## src/rtl/digit_entry_pkg.sv

```systemverilog
// Shared microwave package: digit-entry FSM encoding and BCD limits.
package digit_entry_pkg;

  typedef enum logic [1:0] {
    IDLE         = 2'd0,
    PRESS_WAIT   = 2'd1,
    HELD         = 2'd2,
    RELEASE_WAIT = 2'd3
  } state_t;

  localparam logic [3:0] BCD_MAX      = 4'd9;
  localparam logic [3:0] SEC_TENS_MAX = 4'd5;

  function automatic logic is_digit(input logic [3:0] d);
    return d <= BCD_MAX;
  endfunction

endpackage

```

## src/rtl/bcd_shift4.sv

```systemverilog
// Four-digit BCD shift register: a new digit enters at sec_ones, min_tens drops out.
module bcd_shift4 (
  input  logic       clk,
  input  logic       resetn,
  input  logic       shift,
  input  logic       clear,
  input  logic [3:0] din,
  output logic [3:0] min_tens,
  output logic [3:0] min_ones,
  output logic [3:0] sec_tens,
  output logic [3:0] sec_ones
);

  always_ff @(posedge clk or negedge resetn) begin
    if (!resetn) begin
      min_tens <= 4'd0;
      min_ones <= 4'd0;
      sec_tens <= 4'd0;
      sec_ones <= 4'd0;
    end else if (clear) begin
      min_tens <= 4'd0;
      min_ones <= 4'd0;
      sec_tens <= 4'd0;
      sec_ones <= 4'd0;
    end else if (shift) begin
      min_tens <= min_ones;
      min_ones <= sec_tens;
      sec_tens <= sec_ones;
      sec_ones <= din;
    end
  end

endmodule

```

## src/rtl/digit_entry.sv

```systemverilog
// Keypad digit entry: debounces presses/releases and shifts accepted digits into an MM:SS time.
module digit_entry
  import digit_entry_pkg::*;
#(
  parameter int DEBOUNCE_CYCLES = 4
) (
  input  logic       clk,
  input  logic       resetn,
  input  logic [3:0] D,
  input  logic       all_off,
  input  logic       enablen,
  input  logic       clear,
  output logic [3:0] min_tens,
  output logic [3:0] min_ones,
  output logic [3:0] sec_tens,
  output logic [3:0] sec_ones,
  output logic [2:0] digit_count,
  output logic       key_accept,
  output logic       time_valid
);

  localparam logic [8:0] DB_TARGET = 9'(DEBOUNCE_CYCLES);

  state_t     state, state_next;
  logic [7:0] cnt, cnt_next;
  logic [3:0] cap, cap_next;
  logic [8:0] cnt_inc;
  logic       accept;

  function automatic logic [2:0] sat_inc(input logic [2:0] c);
    return (c >= 3'd4) ? 3'd4 : c + 3'd1;
  endfunction

  assign cnt_inc = {1'b0, cnt} + 9'd1;

  always_ff @(posedge clk or negedge resetn) begin
    if (!resetn) begin
      state <= IDLE;
      cnt   <= 8'd0;
      cap   <= 4'd0;
    end else begin
      state <= state_next;
      cnt   <= cnt_next;
      cap   <= cap_next;
    end
  end

  always_comb begin
    state_next = state;
    cnt_next   = cnt;
    cap_next   = cap;
    accept     = 1'b0;
    case (state)
      IDLE: begin
        if (!all_off && is_digit(D)) begin
          cap_next   = D;
          cnt_next   = 8'd1;
          state_next = PRESS_WAIT;
        end
      end
      PRESS_WAIT: begin
        if (all_off || !is_digit(D)) begin
          state_next = IDLE;
        end else if (D != cap) begin
          cap_next = D;
          cnt_next = 8'd1;
        end else begin
          cnt_next = cnt_inc[7:0];
          if (cnt_inc == DB_TARGET) begin
            accept     = 1'b1;
            state_next = HELD;
          end
        end
      end
      HELD: begin
        if (all_off) begin
          cnt_next   = 8'd1;
          state_next = RELEASE_WAIT;
        end
      end
      RELEASE_WAIT: begin
        if (!all_off) begin
          state_next = HELD;
        end else begin
          cnt_next = cnt_inc[7:0];
          if (cnt_inc == DB_TARGET) state_next = IDLE;
        end
      end
      default: state_next = IDLE;
    endcase
    // Cancel parks on HELD while a key is still down so it cannot re-accept without a release.
    if (clear) begin
      accept     = 1'b0;
      state_next = all_off ? IDLE : HELD;
    end
    if (enablen) begin
      accept     = 1'b0;
      state_next = IDLE;
    end
  end

  bcd_shift4 u_shift (
    .clk      (clk),
    .resetn   (resetn),
    .shift    (accept),
    .clear    (clear),
    .din      (cap),
    .min_tens (min_tens),
    .min_ones (min_ones),
    .sec_tens (sec_tens),
    .sec_ones (sec_ones)
  );

  always_ff @(posedge clk or negedge resetn) begin
    if (!resetn) begin
      digit_count <= 3'd0;
      key_accept  <= 1'b0;
      time_valid  <= 1'b0;
    end else begin
      if (clear)       digit_count <= 3'd0;
      else if (accept) digit_count <= sat_inc(digit_count);
      key_accept <= accept;
      time_valid <= (sec_tens <= SEC_TENS_MAX) &&
                    ({min_tens, min_ones, sec_tens, sec_ones} != 16'd0);
    end
  end

endmodule

```

## config.mk

```make
export PLATFORM = sky130hd
export DESIGN_NAME = digit_entry
export DESIGN_NICKNAME = d
export VERILOG_FILES = /design/src/rtl/digit_entry_pkg.sv /design/src/rtl/bcd_shift4.sv /design/src/rtl/digit_entry.sv
export SDC_FILE = /design/constraint.sdc
export NUM_CORES = 1
export LEC_CHECK = 0
export CAP_MARGIN = 25
export CORE_AREA = 8 8 72 74
export CTS_CLUSTER_SIZE = 12
export DETAILED_ROUTE_END_ITERATION = 8
export DIE_AREA = 0 0 80 82
export GPL_TIMING_DRIVEN = 0
export PLACE_DENSITY_LB_ADDON = 0.12
export REMOVE_ABC_BUFFERS = 1
export SLEW_MARGIN = 10
export SYNTH_ARGS = -nofsm -noshare
export SYNTH_HDL_FRONTEND = slang
export SYNTH_SLANG_ARGS = --single-unit
```

## constraint.sdc

```tcl
create_clock -name clk -period 6 [get_ports clk]
set_clock_uncertainty 0.1 [all_clocks]
set_input_delay 1.2 -clock clk [delete_from_list [all_inputs] [get_ports clk]]
set_output_delay 1.2 -clock clk [all_outputs]
set_load 0.01 [all_outputs]
```

# Yosys cells after proc, flatten, opt, wreduce, memory -nomap -nowiden
# Cells that the tools add are included.
[word_totals]
output_inout_bits = 21
regBits = 35
input_bits = 9
wordCells = 80
[classes]
n_reduce_logical = 12
n_mux = 38
n_lt_le_gt_ge = 3
n_eq_ne = 15
addsub = 2
[op_table]
columns = ["op", "n"]
rows = [
  ["two-way mux 4 bit", 11],
  ["two-way mux 8 bit", 5],
  ["one-hot mux 8 bit (4 select lines)", 1],
  ["two-way mux 2 bit", 10],
  ["nonzero test 16 bit", 1],
  ["inequality test 5 bit, second input constant", 3],
  ["inequality test 2 bit, second input constant", 5],
  ["adder 8 x 1 -> 9 bit, second input constant", 1],
  ["equality test 9 x 3 -> 1 bit, second input constant", 1],
  ["two-way mux 3 bit", 3],
  ["inequality test 4 bit, second input constant", 2],
  ["one-hot mux 2 bit (4 select lines)", 1],
  ["one-hot mux 4 bit (2 select lines)", 1],
  ["AND reduction 4 bit", 2],
  ["two-way mux 1 bit", 6],
  ["AND reduction 5 bit", 1],
  ["equality test 2 bit, second input constant", 2],
  ["<= comparator 4 x 3 -> 1 bit, second input constant", 1],
  ["<= comparator 4 bit, second input constant", 1],
  ["inequality test 4 bit", 1],
  ["nonzero test 2 bit", 2],
  ["adder 3 x 1 -> 3 bit, second input constant", 1],
  ["greater-or-equal comparator 3 bit, second input constant", 1],
  ["equality test 2 x 1 -> 1 bit, second input constant", 1],
  ["4 further kinds", 6],
]

# Depth between registers and ports, before layout
# Gate-level depths: netlist of the first run.
[logic_depth]
word_depth = 10
depth_mapped = 7
mapped_depth_nobuf = 6

# Hierarchy
# A second synthesis of the first run with hierarchy kept.
[unflattened]
hier_cells = 160
hier_area_um2 = 1818.0
[modules_own_cells]
columns = ["mod", "seq_area_each_um2", "cells_per_inst", "n_inst", "area_each_um2"]
rows = [
  ["digit_entry", 475.5, 108, 1, 1157.4],
  ["bcd_shift4", 400.4, 52, 1, 660.6],
]

# Least setup slack after synthesis of the first run
# No wires, ideal clock.
[synth_timing]
path_kind = "input-to-reg"
from = "input port D[1]"
to = "register digit_count[0]"
setup_time_ps = 126
path_buffers = 1
arrival_time_ps = 2430
slack_ps = 3344
required_ps = 5774
stages = 5
path_cell_list = "o21ai_1 > nand2_1 > nor4_4 > buf_4 > o21ai_0"
[synth_between]
elab_chain_len = 8
elab_cells_between_ends = 10
classes_between = "order compare (1); eq/ne (1); mux (5); reduce/logical (3)"
[synth_rtl]
columns = ["element", "line", "rtl"]
rows = [
  ["start: declaration", "digit_entry.sv:9", "input logic [3:0] D,"],
  ["<= comparator 4 bit", "digit_entry_pkg.sv:15", "return d <= BCD_MAX;"],
  ["zero test 1 bit", "digit_entry.sv:62", "if (all_off || !is_digit(D)) begin"],
  ["logical OR 1 bit", "digit_entry.sv:62", ""],
  ["two-way mux 1 bit *", "digit_entry.sv:62", ""],
  ["two-way mux 1 bit *", "digit_entry.sv:53", "case (state)"],
  ["two-way mux 1 bit *", "digit_entry.sv:92", "if (clear) begin"],
  ["two-way mux 1 bit *", "digit_entry.sv:96", "if (enablen) begin"],
  ["nonzero test 2 bit (no line) *", "--", ""],
  ["end signal: assignment", "digit_entry.sv:121", "else if (accept) digit_count <= sat_inc(digit_count);"],
  ["end: declaration", "digit_entry.sv:17", "output logic [2:0] digit_count,"],
]
# Mark *: on every way between the ends. The rest lies on a longest branch, timed or not.
# A chain may end at the register's enable or synchronous reset.

# Worst setup path after layout of the first run
[layout_timing]
from = "input port clear"
to = "register u_shift.min_tens[2]"
[layout_between]
elab_chain_len = 3
elab_cells_between_ends = 4
classes_between = "mux (3); reduce/logical (1)"
[layout_rtl]
columns = ["element", "line", "rtl"]
rows = [
  ["start: declaration", "digit_entry.sv:12", "input logic clear,"],
  ["two-way mux 1 bit", "digit_entry.sv:92", ""],
  ["two-way mux 1 bit", "digit_entry.sv:96", ""],
  ["nonzero test 2 bit (no line)", "--", ""],
  ["end signal: assignment", "bcd_shift4.sv:26", "min_tens <= min_ones;"],
  ["end: declaration", "bcd_shift4.sv:8", "output logic [3:0] min_tens,"],
]
# Several ways; a longest one is shown, not always the timed one.

==> results of run 1 <==
-- power by group through the flow --
| stage | sequential, mW | clock, mW | combinational (mW) |
|---|---|---|---|
| finish | 0.249 | 0.205 | 0.0493 |
| global route | 0.250 | 0.221 | 0.0554 |
| CTS | 0.249 | 0.212 | 0.0499 |
| detailed placement | 0.254 | 0 | 0.0496 |
| global placement | 0.253 | 0 | 0.0480 |
| floorplan | 0.252 | 0 | 0.0312 |
-- cell type report --
cell class / instances / area share [%]
sequential: 35 / 40.0
clock buffer: 5 / 3.14
timing repair buffer: 30 / 13.7
tap: 52 / 2.97
clock inverter: 2 / 1.71
inverter: 5 / 0.857
multi-input combinational: 134 / 37.6
-- Yosys cell counts, types with 2 or more instances --
cell type	instances	share of area (%)
dfrtp_1	35	50
nand2_1	24	5.1
o21ai_0	23	6.5
nand2b_1	19	6.8
nor2_1	8	1.7
inv_1	5	1.1
nand3_1	5	1.4
nor4_1	5	1.8
a21oi_1	4	1.1
mux2_2	4	2.6
xnor2_1	4	2.0
and4_1	3	1.5
clkbuf_1	3	0.64
ha_1	3	2.1
nor3_1	3	0.85
a211oi_1	2	0.85
a21o_1	2	0.85
a41oi_1	2	1.0
buf_6	2	1.3
nor2b_1	2	0.71
o21ai_1	2	0.57
or3_1	2	0.71
-- cell families after synthesis --
group,Yosys count,share of synthesized area [%]
AND/OR/NAND/NOR,76,23.5
AO/OA/AOI/OAI,46,16.1
flip-flops,35,49.8
buffers and inverters,11,3.41
multiplexers,5,3.13
XOR/XNOR,4,1.99
adder cells (fa/ha/maj),3,2.13
-- state kept, by name (all words and copies together), names as in the netlist --
name	flops
cnt	8
key_accept	1
u_shift.sec_ones	4
cap	4
u_shift.min_tens	4
state	2
digit_count	3
u_shift.min_ones	4
time_valid	1
u_shift.sec_tens	4
-- metrics by stage --
stage	power, mW	instance area [um2]	util (%)	worst slack, ns
2_1_floorplan	0.284	1720	-	2.93
3_3_place_gp	0.301	2070	50.1	1.91
3_5_place_dp	0.303	2080	50.3	2.22
4_1_cts	0.511	2190	52.9	2.51
5_1_grt	0.527	2190	52.9	2.23
6_report	0.504	2190	52.9	2.50
-- critical path, cell delays in order --
cell and delay [ns]:
clkdlybuf4s50_1 0.77, nor2_1 0.32, nand2_1 0.16, nor4_4 0.74, buf_8 0.25, o21ai_0 0.11
-- layer usage --
metal,up-vias,track usage [%],share of wire (%)
li1,697,-,-
met1,683,15.2,45
met3,7,3.61,5.4
met2,31,21.1,48
met4,0,5.09,1.5
met5,-,0,0
-- how the worst max path moves through the flow --
stage,cells after the start,end,startpoint
finish,6,u_shift.min_tens[2],clear
global route,7,u_shift.min_ones[0],clear
CTS,6,u_shift.min_tens[2],clear
detailed placement,6,u_shift.min_tens[2],clear
global placement,5,u_shift.sec_ones[0],clear
floorplan,4,digit_count[0],D[1]
==> flow_summary.yaml, run 1 <==
job:
  cap_violations: 0
yosys:
  synth_flop_cell: "dfrtp_1"
  ys_seq_area_share_pct: 49.8
  yosys_warnings: 0
  yosysUniqueCellTypes: 40
  synthesis.area_mm2: 0.00176
  synth_edf_count: 0
  synth_area_per_cell_um2: 9.78
  syn_inst: 180
  synthArstFlopShare_pct: 100
  ys_ff_latch: 35
drt:
  ant_nets: 0
  wl_um: 3960
  viasPerCell: 5.39
  route.detailed.drc: 0
  firstDrtPassIters: 4
  drt_iter0_markers: 86
  avgRoutedWirePerCell_um: 15.0
  vias: 1418
final_layout:
  fin_cells: 263
  final_cell_mix: "35 x dfrtp_1, 28 x clkdlybuf4s50_1, 24 x nand2_1, 23 x o21ai_0, 19 x nand2b_1"
  regArea_um2: 876
  final_nets: 223
  layout-drive-gt1-share_pct: 7.58
  antenna_cells: 0
  area_delta_synth_final_pct: 24.4
  final_common_cell: "dfrtp_1"
  multi_input_area_um2: 825
  fillCellCount: 387
floorplanning:
  core_area_mm2: 0.00414
  rows: 24
  die_h_um: 82
  start_util_pct: 42.5
  die_x_um: 80
  pin_count: 30
  dieArea_mm2: 0.00656
timing:
  relSlewSlack_pct: 46.9
  fin_crit_ns: 3.50
  finalHoldViolations: 0
  fmax_mhz: 286
  tns_ns: 0
  period_share_pct: 58.3
  holdWs_ns: 0.415
  rsz0062_at_grt: "no"
  slew_violations: 0
  finalSetupViolations: 0
  worst_pin_slew_ns: 0.790
power:
  peakVddDrop_v: 0.000144
  p_seq_share_pct: 49.5
  leakagePower_nw: 0.888
  power_density_mw_per_mm2: 230
  clock_power_share_pct: 40.7
  p_sw_share_pct: 23.3
  internal_power_mw: 0.386
  p_sw_mw: 0.117
  combPwrFrac_pct: 9.8
worst_setup_path:
  path_class: "in2reg"
  cp_max_fo: 23
  r2r_slack_ns: 3.44
  worstSetupEndpointType: "flip-flop"
  arrival_ns: 3.56
  r2r_cells: 5
  critPathRequiredTime_ns: 6.06
  setup.worst_path.start_class: "input port"
  rr_startpoint: "cnt[7]"
  r2r_end: "u_shift.min_tens[2]"
clock_network:
  cts_sinks: 35
  clk_pin_slew_worst_paths_ns: 0.07
  clock_latency_ns: 0.28
  cts_tree: "yes"
  cts_hold_buf: 0
  clockRootBuffer: "clkbuf_8"
  post_cts_resize_count: 0
  htree_levels: 2
  cts.path.max_buffers: 2
  numCtsBuffers: 5
  postCtsSetupBuffers: 0
min_path:
  min_path_cells: 1
  hold_start: "cnt[0]"
  hold_path.class: "reg2reg"
  hold_end: "cnt[0]"
global_routing:
  grt_pass1_vias: 1425
  grt_pass1_wl_um: 6520
  overflow: 0
  antenna_found_initial: 0
  grt_max_degree: 36
  grtUsageTotal_pct: 12.7
placed_design:
  routabilityCongestion: 0.824
  hpwl_um: 2860
  placed_cells: 256
  port_buffers: 29
outcome:
  status: "completed"
No activity file was read; power rests on OpenSTA's default activity.
==> inputs of run 2 (changes only) <==
==> constraint.sdc (replaced) <==
create_clock -name clk -period 3.55 [get_ports clk]
set_clock_uncertainty 0.1 [all_clocks]
set_input_delay 0.71 -clock clk [delete_from_list [all_inputs] [get_ports clk]]
set_output_delay 0.71 -clock clk [all_outputs]
set_load 0.01 [all_outputs]
==> results of run 2 <==
Same layout as run 1 (identical final DEF). Status: completed.
Among the figures that moved: setup slack after placement 2.22 ns -> 0.255 ns; setup slack after layout 2.50 ns -> 0.542 ns; hold slack 0.415 ns -> 0.395 ns; register-to-register setup slack 3.44 ns -> 0.99 ns; total power 0.504 mW -> 0.851 mW; worst IR drop on VDD 0.000144 V -> 0.000243 V
==> inputs of run 3 (changes only) <==
==> constraint.sdc (replaced) <==
create_clock -name clk -period 2.7 [get_ports clk]
set_clock_uncertainty 0.1 [all_clocks]
set_input_delay 0.54 -clock clk [delete_from_list [all_inputs] [get_ports clk]]
set_output_delay 0.54 -clock clk [all_outputs]
set_load 0.01 [all_outputs]
==> run 3 against run 2 <==
  * Power increased by 32%
  * Sequential share of layout area down 0.38 points
  * Sequential power rose by 31%
  * Cell count increased by 0.76%
  * Final area increased by 0.97%
==> flow_summary.yaml, run 3 (synthesis gave the netlist of run 1 again) <==
drt:
  ant_nets: 0
  viasPerCell: 5.34
  avgRoutedWirePerCell_um: 15.0
  drt_iter0_markers: 68
  firstDrtPassIters: 4
  wl_um: 3980
  route.detailed.drc: 0
  vias: 1414
worst_setup_path:
  rr_startpoint: "cnt[7]"
  r2r_cells: 6
  slowest_delay_ns: 0.77
  r2r_slack_ns: 0.50
  path_buf_inv: 2
  arrival_ns: 2.51
  worstSetupEndpointType: "flip-flop"
  path_cells: "clkdlybuf4s50_1, nor2_1, nand2_1, nor4_4, buf_4, nand3_1, o31ai_1"
  slowest_stage: "clkdlybuf4s50_1"
  path_class: "in2reg"
  critPathRequiredTime_ns: 2.79
  r2r_end: "digit_count[1]"
  setup.worst_path.start_class: "input port"
  cp_max_fo: 23
  critical-path-top-delay-family: "buffers and inverters"
timing:
  finalHoldViolations: 0
  period_share_pct: 89.6
  fmax_mhz: 413
  relSlewSlack_pct: 48.6
  worst_pin_slew_ns: 0.771
  tns_ns: 0
  rsz0062_at_grt: "no"
  holdWs_ns: 0.223
  finalSetupViolations: 0
  fin_crit_ns: 2.42
  slew_violations: 0
global_routing:
  antenna_found_initial: 0
  grt_max_degree: 36
  grt_pass1_wl_um: 6580
  overflow: 0
  grt_pass1_vias: 1433
  grtUsageTotal_pct: 12.8
placed_design:
  place_area_mm2: 0.00208
  placed_cells: 256
  routabilityCongestion: 0.824
  port_buffers: 29
  hpwl_um: 2860
floorplanning:
  dieArea_mm2: 0.00656
  die_h_um: 82
  rows: 24
  pin_count: 30
  die_x_um: 80
  core_area_mm2: 0.00414
  start_util_pct: 42.5
final_layout:
  largest_reg_flops: 8
  fin_util_pct: 53.4
  stdcell_area_mm2: 0.00221
  final_cell_mix: "35 x dfrtp_1, 28 x clkdlybuf4s50_1, 24 x nand2_1, 23 x o21ai_0, 19 x nand2b_1"
  final_nets: 225
  regMostFlops: "cnt"
  area_delta_synth_final_pct: 25.7
  fin_cells: 265
  antenna_cells: 0
  final_common_cell: "dfrtp_1"
  layout-drive-gt1-share_pct: 8.92
power:
  peakVddDrop_v: 0.000323
  power_density_mw_per_mm2: 509
  leakagePower_nw: 0.899
clock_network:
  cts.path.max_buffers: 2
  clk_pin_slew_worst_paths_ns: 0.07
  cts_tree: "yes"
  htree_levels: 2
  clockRootBuffer: "clkbuf_8"
  numCtsBuffers: 5
  clock_latency_ns: 0.29
  cts_sinks: 35
outcome:
  status: "completed"
job:
  cap_violations: 0
min_path:
  hold_path.class: "in2async"
[run 3: how the worst max path moves through the flow]
stage / startpoint / end / slack [ns] / cells after the start
2_1_floorplan: cnt[7] / digit_count[0] / 0.21 / 4
3_3_place_gp: clear / u_shift.sec_ones[0] / -0.73 / 5
3_5_place_dp: clear / u_shift.min_tens[2] / -0.42 / 6
4_1_cts: clear / digit_count[0] / 0.15 / 6
5_1_grt: clear / digit_count[1] / 0.07 / 7
6_report: clear / digit_count[1] / 0.28 / 7
[run 3: worst reg2reg max path, stage by stage, from the launching register on]
cell and delay [ns]:
dfrtp_1 0.41, or3_1 0.41, or4_4 0.47, nor4_4 0.36
buf_4 0.20, nand3_1 0.09, o31ai_1 0.07
[run 3: per-layer routing]
metal	share of wire [%]	up-vias	GRT usage [%]	wire length (um)
li1	-	700	-	-
met1	44	671	15.6	1740
met2	48	36	21.1	1920
met3	6.6	7	3.61	264
met4	1.5	0	5.09	61
met5	0	-	0	0
[run 3: what timing repair did]
action / CTS / global route
setup endpoints to repair: 14 / 2
pin swaps: 1 / 0
setup buffers: 2 / 0
hold buffers: 0 / 0
resized for setup: 0 / 1
endpoints found under the hold margin: 0 / 0
[run 3: cell type report]
class | count | area [um2]
fill | 388 | 1930
sequential | 35 | 876
multi-input combinational | 134 | 831
timing repair buffer | 32 | 315
clock buffer | 5 | 68.8
tap | 52 | 65.1
clock inverter | 2 | 37.5
inverter | 5 | 18.8
[run 3: where the power goes]
part | switching, mW | leakage (nW) | internal, mW
registers | 0.0155 | 0.474 | 0.539
clock network | 0.191 | 0.0502 | 0.270
logic | 0.0598 | 0.374 | 0.0504
total | 0.266 | 0.899 | 0.859
[run 3: through the flow]
stage	power, mW	setup slack, ns
final	1.13	0.280
after CTS	1.13	0.151
after global placement	0.670	-0.731
after detailed placement	0.674	-0.425
after floorplan	0.630	0.207
after global routing	1.17	0.0687
